File: config.mk
export PLATFORM = sky130hd
export DESIGN_NAME = led_serial_dec
export DESIGN_NICKNAME = d
export VERILOG_FILES = /design/src/rtl/led_serial_dec.sv
export SDC_FILE = /design/constraint.sdc
export NUM_CORES = 1
export LEC_CHECK = 0
export ABC_CLOCK_PERIOD_IN_PS = 2400
export CORE_ASPECT_RATIO = 2
export CORE_MARGIN = 2
export CORE_UTILIZATION = 64
export CTS_CLUSTER_DIAMETER = 150
export CTS_CLUSTER_SIZE = 20
export DETAILED_ROUTE_END_ITERATION = 8
export PLACE_DENSITY = 0.89
export SLEW_MARGIN = 15
export SYNTH_ARGS = -nofsm -noshare
export SYNTH_HDL_FRONTEND = slang
export SYNTH_SLANG_ARGS = --single-unit
File: constraint.sdc
create_clock -name clk -period 2.4 [get_ports clk]
set_clock_uncertainty 0.2 [all_clocks]
set_input_delay 0.36 -clock clk [delete_from_list [all_inputs] [get_ports clk]]
set_output_delay 0.36 -clock clk [all_outputs]
set_load 0.01 [all_outputs]
File: src/rtl/led_serial_dec.sv
// rtl/led_serial_dec.sv - nibble-serial LED-128 decryption core
// Serial load/unload of a 64-bit block; 48 inverse rounds with 13 key additions.
module led_serial_dec (
  input  logic clk,
  input  logic reset,
  input  logic keyi,
  input  logic datai,
  output logic dataq,
  input  logic loadkey,
  input  logic loadct,
  input  logic getpt,
  input  logic start,
  output logic done
);

  typedef enum logic [2:0] {
    IDLE, INIT, INVMIX, INVSHIFT, INVSUB, NEXTROUND, ADDKEY, NEXTSTEP
  } ctl_t;

  ctl_t         ctlstate, ctl_n;
  logic [63:0]  state, state_n;
  logic [127:0] key, key_n;
  logic [5:0]   rc, rc_n;
  logic [3:0]   bcount, bcount_n, rcount, rcount_n, scount, scount_n;
  logic         rot, rot_n;

  function automatic logic [3:0] mul2(input logic [3:0] d);
    return {d[2], d[1], d[3] ^ d[0], d[3]};
  endfunction

  function automatic logic [3:0] mul_d(input logic [3:0] d);
    logic [3:0] d4;
    d4 = mul2(mul2(d));
    return mul2(d4) ^ d4 ^ d;
  endfunction

  function automatic logic [3:0] sinv(input logic [3:0] x);
    case (x)
      4'h0: return 4'h5;  4'h1: return 4'hE;  4'h2: return 4'hF;  4'h3: return 4'h8;
      4'h4: return 4'hC;  4'h5: return 4'h1;  4'h6: return 4'h2;  4'h7: return 4'hD;
      4'h8: return 4'hB;  4'h9: return 4'h4;  4'hA: return 4'h6;  4'hB: return 4'h3;
      4'hC: return 4'h0;  4'hD: return 4'h7;  4'hE: return 4'h9;  default: return 4'hA;
    endcase
  endfunction

  function automatic logic [3:0] rconst(input logic [3:0] b, input logic [5:0] r);
    case (b)
      4'd0:         return 4'h8;
      4'd4:         return 4'h9;
      4'd8:         return 4'h2;
      4'd12:        return 4'h3;
      4'd1, 4'd9:   return {1'b0, r[5:3]};
      4'd5, 4'd13:  return {1'b0, r[2:0]};
      default:      return 4'h0;
    endcase
  endfunction

  assign dataq = state[63];
  assign done  = (ctlstate == IDLE);

  always_ff @(posedge clk or negedge reset) begin
    if (!reset) begin
      ctlstate <= IDLE;
      state    <= '0;
      key      <= '0;
      rc       <= 6'h04;
      bcount   <= '0;
      rcount   <= '0;
      scount   <= '0;
      rot      <= 1'b0;
    end else begin
      ctlstate <= ctl_n;
      state    <= state_n;
      key      <= key_n;
      rc       <= rc_n;
      bcount   <= bcount_n;
      rcount   <= rcount_n;
      scount   <= scount_n;
      rot      <= rot_n;
    end
  end

  always_comb begin
    ctl_n    = ctlstate;
    state_n  = state;
    key_n    = key;
    rc_n     = rc;
    bcount_n = bcount;
    rcount_n = rcount;
    scount_n = scount;
    rot_n    = rot;
    case (ctlstate)
      IDLE: begin
        rc_n     = 6'h04;
        bcount_n = '0;
        rcount_n = '0;
        scount_n = '0;
        rot_n    = 1'b0;
        if (loadkey)     key_n   = {key[126:0], keyi};
        else if (loadct) state_n = {state[62:0], datai};
        else if (getpt)  state_n = {state[62:0], 1'b0};
        if (start) ctl_n = INIT;
      end
      INIT, ADDKEY: begin
        state_n  = {state[59:0], state[63:60] ^ key[127:124]};
        key_n    = {key[123:0], key[127:124]};
        bcount_n = bcount + 4'd1;
        if (bcount == 4'd15) ctl_n = (ctlstate == INIT) ? INVMIX : NEXTSTEP;
      end
      INVMIX: begin
        // Four column steps, then a row rotate brings the next column to column 0.
        if (!rot) begin
          state_n[63:60] = mul_d(state[15:12] ^ state[63:60] ^ mul2(state[47:44]) ^ mul2(state[31:28]));
          state_n[47:44] = state[63:60];
          state_n[31:28] = state[47:44];
          state_n[15:12] = state[31:28];
          bcount_n = bcount + 4'd1;
          if (bcount[1:0] == 2'd3) rot_n = 1'b1;
        end else begin
          state_n = {state[59:48], state[63:60], state[43:32], state[47:44],
                     state[27:16], state[31:28], state[11:0],  state[15:12]};
          rot_n = 1'b0;
          if (bcount == 4'd0) ctl_n = INVSHIFT;
        end
      end
      INVSHIFT: begin
        state_n = {state[63:48],
                   state[35:32], state[47:36],
                   state[23:16], state[31:24],
                   state[11:0],  state[15:12]};
        ctl_n = INVSUB;
      end
      INVSUB: begin
        state_n  = {state[59:0], sinv(state[63:60]) ^ rconst(bcount, rc)};
        bcount_n = bcount + 4'd1;
        if (bcount == 4'd15) begin
          rc_n  = {1'b1 ^ rc[0] ^ rc[5], rc[5:1]};
          ctl_n = NEXTROUND;
        end
      end
      NEXTROUND: begin
        rcount_n = rcount + 4'd1;
        if (rcount == 4'd3) begin
          rcount_n = '0;
          ctl_n    = ADDKEY;
        end else begin
          ctl_n = INVMIX;
        end
      end
      NEXTSTEP: begin
        scount_n = scount + 4'd1;
        if (scount == 4'd11) begin
          scount_n = '0;
          ctl_n    = IDLE;
        end else begin
          ctl_n = INVMIX;
        end
      end
      default: ctl_n = IDLE;
    endcase
  end

endmodule
* After elaboration in Yosys (flattened, before gate mapping)
Memory sizes are Yosys's and may differ from the RTL's. Index checks and enable logic that the tools add are counted.
Operators by class: reductions and logical operators 22, magnitude comparators 0, div/mod/pow operators 0, add/sub/neg operators 3, bitwise gates (word level) 15, mux-type cells 37, equality and inequality tests 27, $mul 0, shift operators 0
Operators by type and width (number):
- 64-bit one-hot mux with 5 select lines | 1
- 128-bit one-hot mux with 2 select lines | 1
- 64-bit two-way mux | 3
- 128-bit two-way mux | 1
- 12-bit two-way mux | 4
- 4-bit two-way mux | 9
- 4-bit XOR | 7
- 4-bit equality test (second input constant) | 6
- 4-bit one-hot mux with 6 select lines | 1
- 3-bit two-way mux | 7
- 3-bit one-hot mux with 7 select lines | 1
- 2-bit inequality test (second input constant) | 8
- 4-bit one-hot mux with 2 select lines | 2
- 4-bit by 1-bit adder with 4-bit output (second input constant) | 3
- 3-bit equality test (second input constant) | 4
- 4-bit one-hot mux with 3 select lines | 1
- 6-bit one-hot mux with 2 select lines | 1
- 5-bit AND reduction | 2
- 2-bit nonzero test | 5
- 4-bit by 3-bit equality test with 1-bit output (second input constant) | 2
- 4-bit AND reduction | 2
- 3-bit by 2-bit equality test with 1-bit output (second input constant) | 2
- 6-bit two-way mux | 1
- 2-bit AND reduction | 3
- 18 further kinds | 27
Word-level totals: input port bits 8, latch bits 0, memories 1, word-level logic and storage cells 116, memory bits (writable) 0, ROM bits 64, register bits 214
Memory list:
- (no name shown) | words 16, width 4, rd ports 1, clocked after Yosys merged registers in 0, write ports 0, line 38 | case (x)

* Logic depth before layout (Yosys ltp)
word-level depth 8, depth in mapped cells 10, gate-level depth less buffers 7

* Worst setup path before layout
No wires, ideal clock.
path kind register to register, start point register state[60], end point register state[3], clock period less this slack 2157 ps, path buffers 1, stages on the path, launching flop included 8, setup time 95 ps, required time 2105 ps, arrival 1861 ps, path slack 243 ps, path through dfrtp_1 buf_2 inv_1 ha_1 mux4_2 xnor2_1 a2bb2oi_1 o31ai_1
On the way: longest elaborated chain between the ends 4
Ends and longest elaborated chain:
- from (decl) | line 21 | logic [63:0] state, state_n;
- from (signal assigned) | line 73 | state <= state_n;
- memory 16 x 4 bit
- 4-bit two-way mux | line 92 | case (ctlstate)
- 4-bit XOR | line 134 | state_n = {state[59:0], sinv(state[63:60]) ^ rconst(bcount, rc)};
- 64-bit one-hot mux with 5 select lines | line 92
Every way passes these cells. The select of a mux whose other input is x is not followed. A chain may end at the register's enable or synchronous reset.

* Final worst setup path
start point register state[63], end point output dataq
RTL lines:
- to (decl) | line 8 | output logic dataq,
No word-level cell between the ends.

==> summary.md <==
| Metric | Value |
|---|---|
| Status | `finished, violations left` |
| Failing checks | `design-rule violations` |
| # IOs | `10` |
| Core ar. | `17,300 µm²` |
| Worst Tran Pin Value | `0.846 ns` |
| Final net count | `1,264` |
| Final period utilization | `0.985` |
| Period minus WS final | `2.36 ns` |
| Num CTS Buffers | `14` |
| Family with the most delay on the worst path | `flip-flops` |
| CP max FO | `10` |
| H-tree Lvls | `1` |
| Psw | `1.28 mW` |
| Non-filler instance count after layout | `1,459` |
| Routed WL | `27,600 µm` |
| Antenna viol nets, final | `0` |
| Die height | `192 µm` |
| Vias in the first global route | `9,842` |
| Post-Layout Inst Area | `12,000 µm²` |
| Worst Path Required | `1.84 ns` |
| Clock power frac | `0.388` |
| CP max stage delay | `0.69 ns` |
| Hpwl dp | `18,200 µm` |
| Max-slew violation count | `0` |
| Vias per Instance | `6.59` |
| GRT Util Overall | `0.299` |
| CTS max path bufs | `3` |
| GP Congestion | `0.927` |
| Seq/Total Area, Yosys | `0.473` |
| First-pass GRT wire length | `46,700 µm` |
| F_max | `423 MHz` |
| CTS tree | `yes` |
| GR Overflow Total | `0` |
| Power Dens Cells | `507 nW/µm²` |
| WS Path Type | `flip-flop to output pin` |
| Leak pwr | `5.62 nW` |
| Crit path cell chain | `clkdlybuf4s50_1` |
| Site Rows | `68` |
| Number of synthesized flops with an enable pin | `0` |
| DR iter-0 viols | `681` |
| Antenna violations before repair | `0` |
| Sw Share | `0.212` |
| Worst Path Arrival | `1.80 ns` |
| Setup-failing EPs final | `0` |
| Critical Path Source Type | `flip-flop` |
| Clock Root Buffer | `clkbuf_16` |
| Internal power | `4.78 mW` |
| Synth Warn # | `0` |
| FF-to-FF Start | `ctlstate[2]` |
| Share of layout cells above drive strength 1 | `0.0769` |
| Synth cell types | `58` |
| Top_reg_cell synth | `dfrtp_1` |
| Critical path capture point type | `output pin` |
| Logic gate share of total power | `0.018` |
| DR WL/cell | `18.9 µm` |
| # DRC | `1` |
| Max-cap check violation count | `0` |
| Setup TNS | `0 ns` |
| Buf+Inv Stages, Crit Path | `1` |
| Quantity of I/O buffers inserted on ports | `9` |
| Largest net degree at the start of global routing | `70` |
| Max_slew headroom | `0.436` |
| Start point of the critical path | `state[63]` |
| Worst min-delay path category | `primary input to async pin` |
| Mapped Cells | `1,285` |
| Post-DP Area | `11,500 µm²` |
| Initial Util | `0.655` |
| Final Hold Violating Endpoints | `0` |
| VDD IR max | `0.563 mV` |
| Ant. Diodes | `0` |
| Flop pwr share | `0.595` |
| Pre-antenna DRT Iters | `9` |
| Clock sink total | `214` |
| Mean Syn Cell Area | `8.81 µm²` |
| RSZ-0062 raised after global routing | `no` |
| Ys async rst share | `1.00` |
| Slowest cell on the critical path | `dfrtp_1` |
| Power Total | `6.06 mW` |
| Synth Register Bits | `214` |
| Placed cells | `1,437` |
| Synthesized cell area | `11,300 µm²` |
| Area Growth Syn to Fin | `5.63%` |
| Die area | `18,800 µm²` |
| Vias | `9,615` |
| Skew-Pair Late Insertion Delay | `0.48 ns` |
| Post-Syn Nets | `1,304` |
| Clk slew on worst S/H paths | `0.09 ns` |
| Die Width | `98.0 µm` |
## synth_stat cells, drive strengths merged (5+ instances only)
| library cell | count | area, µm² |
|---|---|---|
| a2bb2oi | 7 | 61.3 |
| o21ai | 69 | 349 |
| o31ai | 12 | 90.1 |
| buf | 69 | 490 |
| nand2 | 244 | 923 |
| nor3 | 9 | 50.1 |
| xor2 | 5 | 43.8 |
| xnor2 | 17 | 149 |
| a221oi | 19 | 166 |
| mux2 | 5 | 56.3 |
| nand3 | 6 | 30.0 |
| a222oi | 12 | 120 |
| a31oi | 16 | 100 |
| a22o | 8 | 70.1 |
| nand2b | 6 | 37.5 |
| o22ai | 84 | 526 |
| dfrtp | 213 | 5330 |
| ha | 11 | 138 |
| a21oi | 59 | 295 |
| nor2 | 194 | 738 |
| a22oi | 81 | 608 |
| clkbuf | 41 | 155 |
| nor2b | 5 | 31.3 |
| inv | 31 | 121 |
| mux2i | 30 | 300 |
## metal layers
| metal | part of all wire | GRT usage | vias to the layer above |
|---|---|---|---|
| met5 | 0 | 0 | - |
| met1 | 0.37 | 0.347 | 4685 |
| met4 | 0.048 | 0.160 | 0 |
| met2 | 0.53 | 0.538 | 383 |
| met3 | 0.054 | 0.0309 | 112 |
| li1 | - | - | 4435 |
## worst paths after layout
check,slack (ns),cells past startpoint,to
worst max-delay path,0.04,1,dataq
worst min-delay path,0.23,2,rc[0]
worst max register to register,0.10,7,state[62]
worst min register to register,0.31,2,key[108]
max in group asynchronous,1.10,3,key[95]
min in group clk,0.31,2,key[108]
## power groups by stage
stage | Clock, mW | Sequential, mW | Combinational [mW]
floorplan | 0 | 3.68 | 0.00398
global placement | 0 | 3.67 | 0.108
detailed placement | 0 | 3.67 | 0.110
CTS | 2.39 | 3.60 | 0.111
global route | 2.50 | 3.60 | 0.122
finish | 2.35 | 3.60 | 0.106
## sequential cells by signal (all words and copies together), names as in the netlist
signal,count
state,64
rc,6
rot,1
scount,4
key,128
bcount,4
ctlstate,3
rcount,4
## layout by cell type (no fill, tap or decap), drive strengths merged, types with 3 or more instances in the layout
cell,instances
mux2,5
o31ai,12
mux2i,30
a222oi,12
nor2b,5
a2bb2oi,7
nand2,244
xnor2,17
nand3,6
inv,31
o21a,3
a22o,8
nand2b,6
ha,11
a22oi,81
o21ai,69
o22ai,84
clkdlybuf4s50,7
nor2,195
a221oi,19
and2,3
a21oi,59
buf,43
clkbuf,21
a31oi,16
dfrtp,213
nor3,9
xor2,5
nor4,3
## kinds of logic (layout without fill, tap and decap cells)
| kind of cell | Yosys count | count (layout) | share of synthesized area |
|---|---|---|---|
| compound gates | 382 | 382 | 0.223 |
| xor+xnor | 23 | 23 | 0.0190 |
| fa+ha+maj | 11 | 11 | 0.0122 |
| buf+inv | 141 | 104 | 0.0678 |
| flops | 214 | 214 | 0.473 |
| mux | 37 | 37 | 0.0355 |
| simple gates | 477 | 478 | 0.169 |
## what timing repair did
action | CTS | global route
cloned | 1 | 0
pin swaps | 1 | 0
endpoints found under the setup margin | 32 | 76
endpoints found under the hold margin | 55 | 0
resized for setup | 4 | 9
hold buffers | 1 | 0
setup buffers | 0 | 0
## area by class of cell
type,count,area (µm²)
clock buffer,19,390
multi-input combinational,931,5240
clock inverter,1,8.76
sequential,214,5360
tap,210,263
inverter,31,121
timing repair buffer,53,571
fill,1297,5320
## metrics by stage
step / worst slack (ns) / utilization / hold WS, ns
finish: 0.0369 / 0.692 / 0.228
global route: 0.0130 / 0.692 / 0.271
CTS: 0.00697 / 0.691 / 0.259
global placement: -0.128 / 0.666 / 0.192
detailed placement: -0.206 / 0.666 / 0.198
floorplan: 0.243 / - / -0.136
Power figures use the tool's default switching activity.
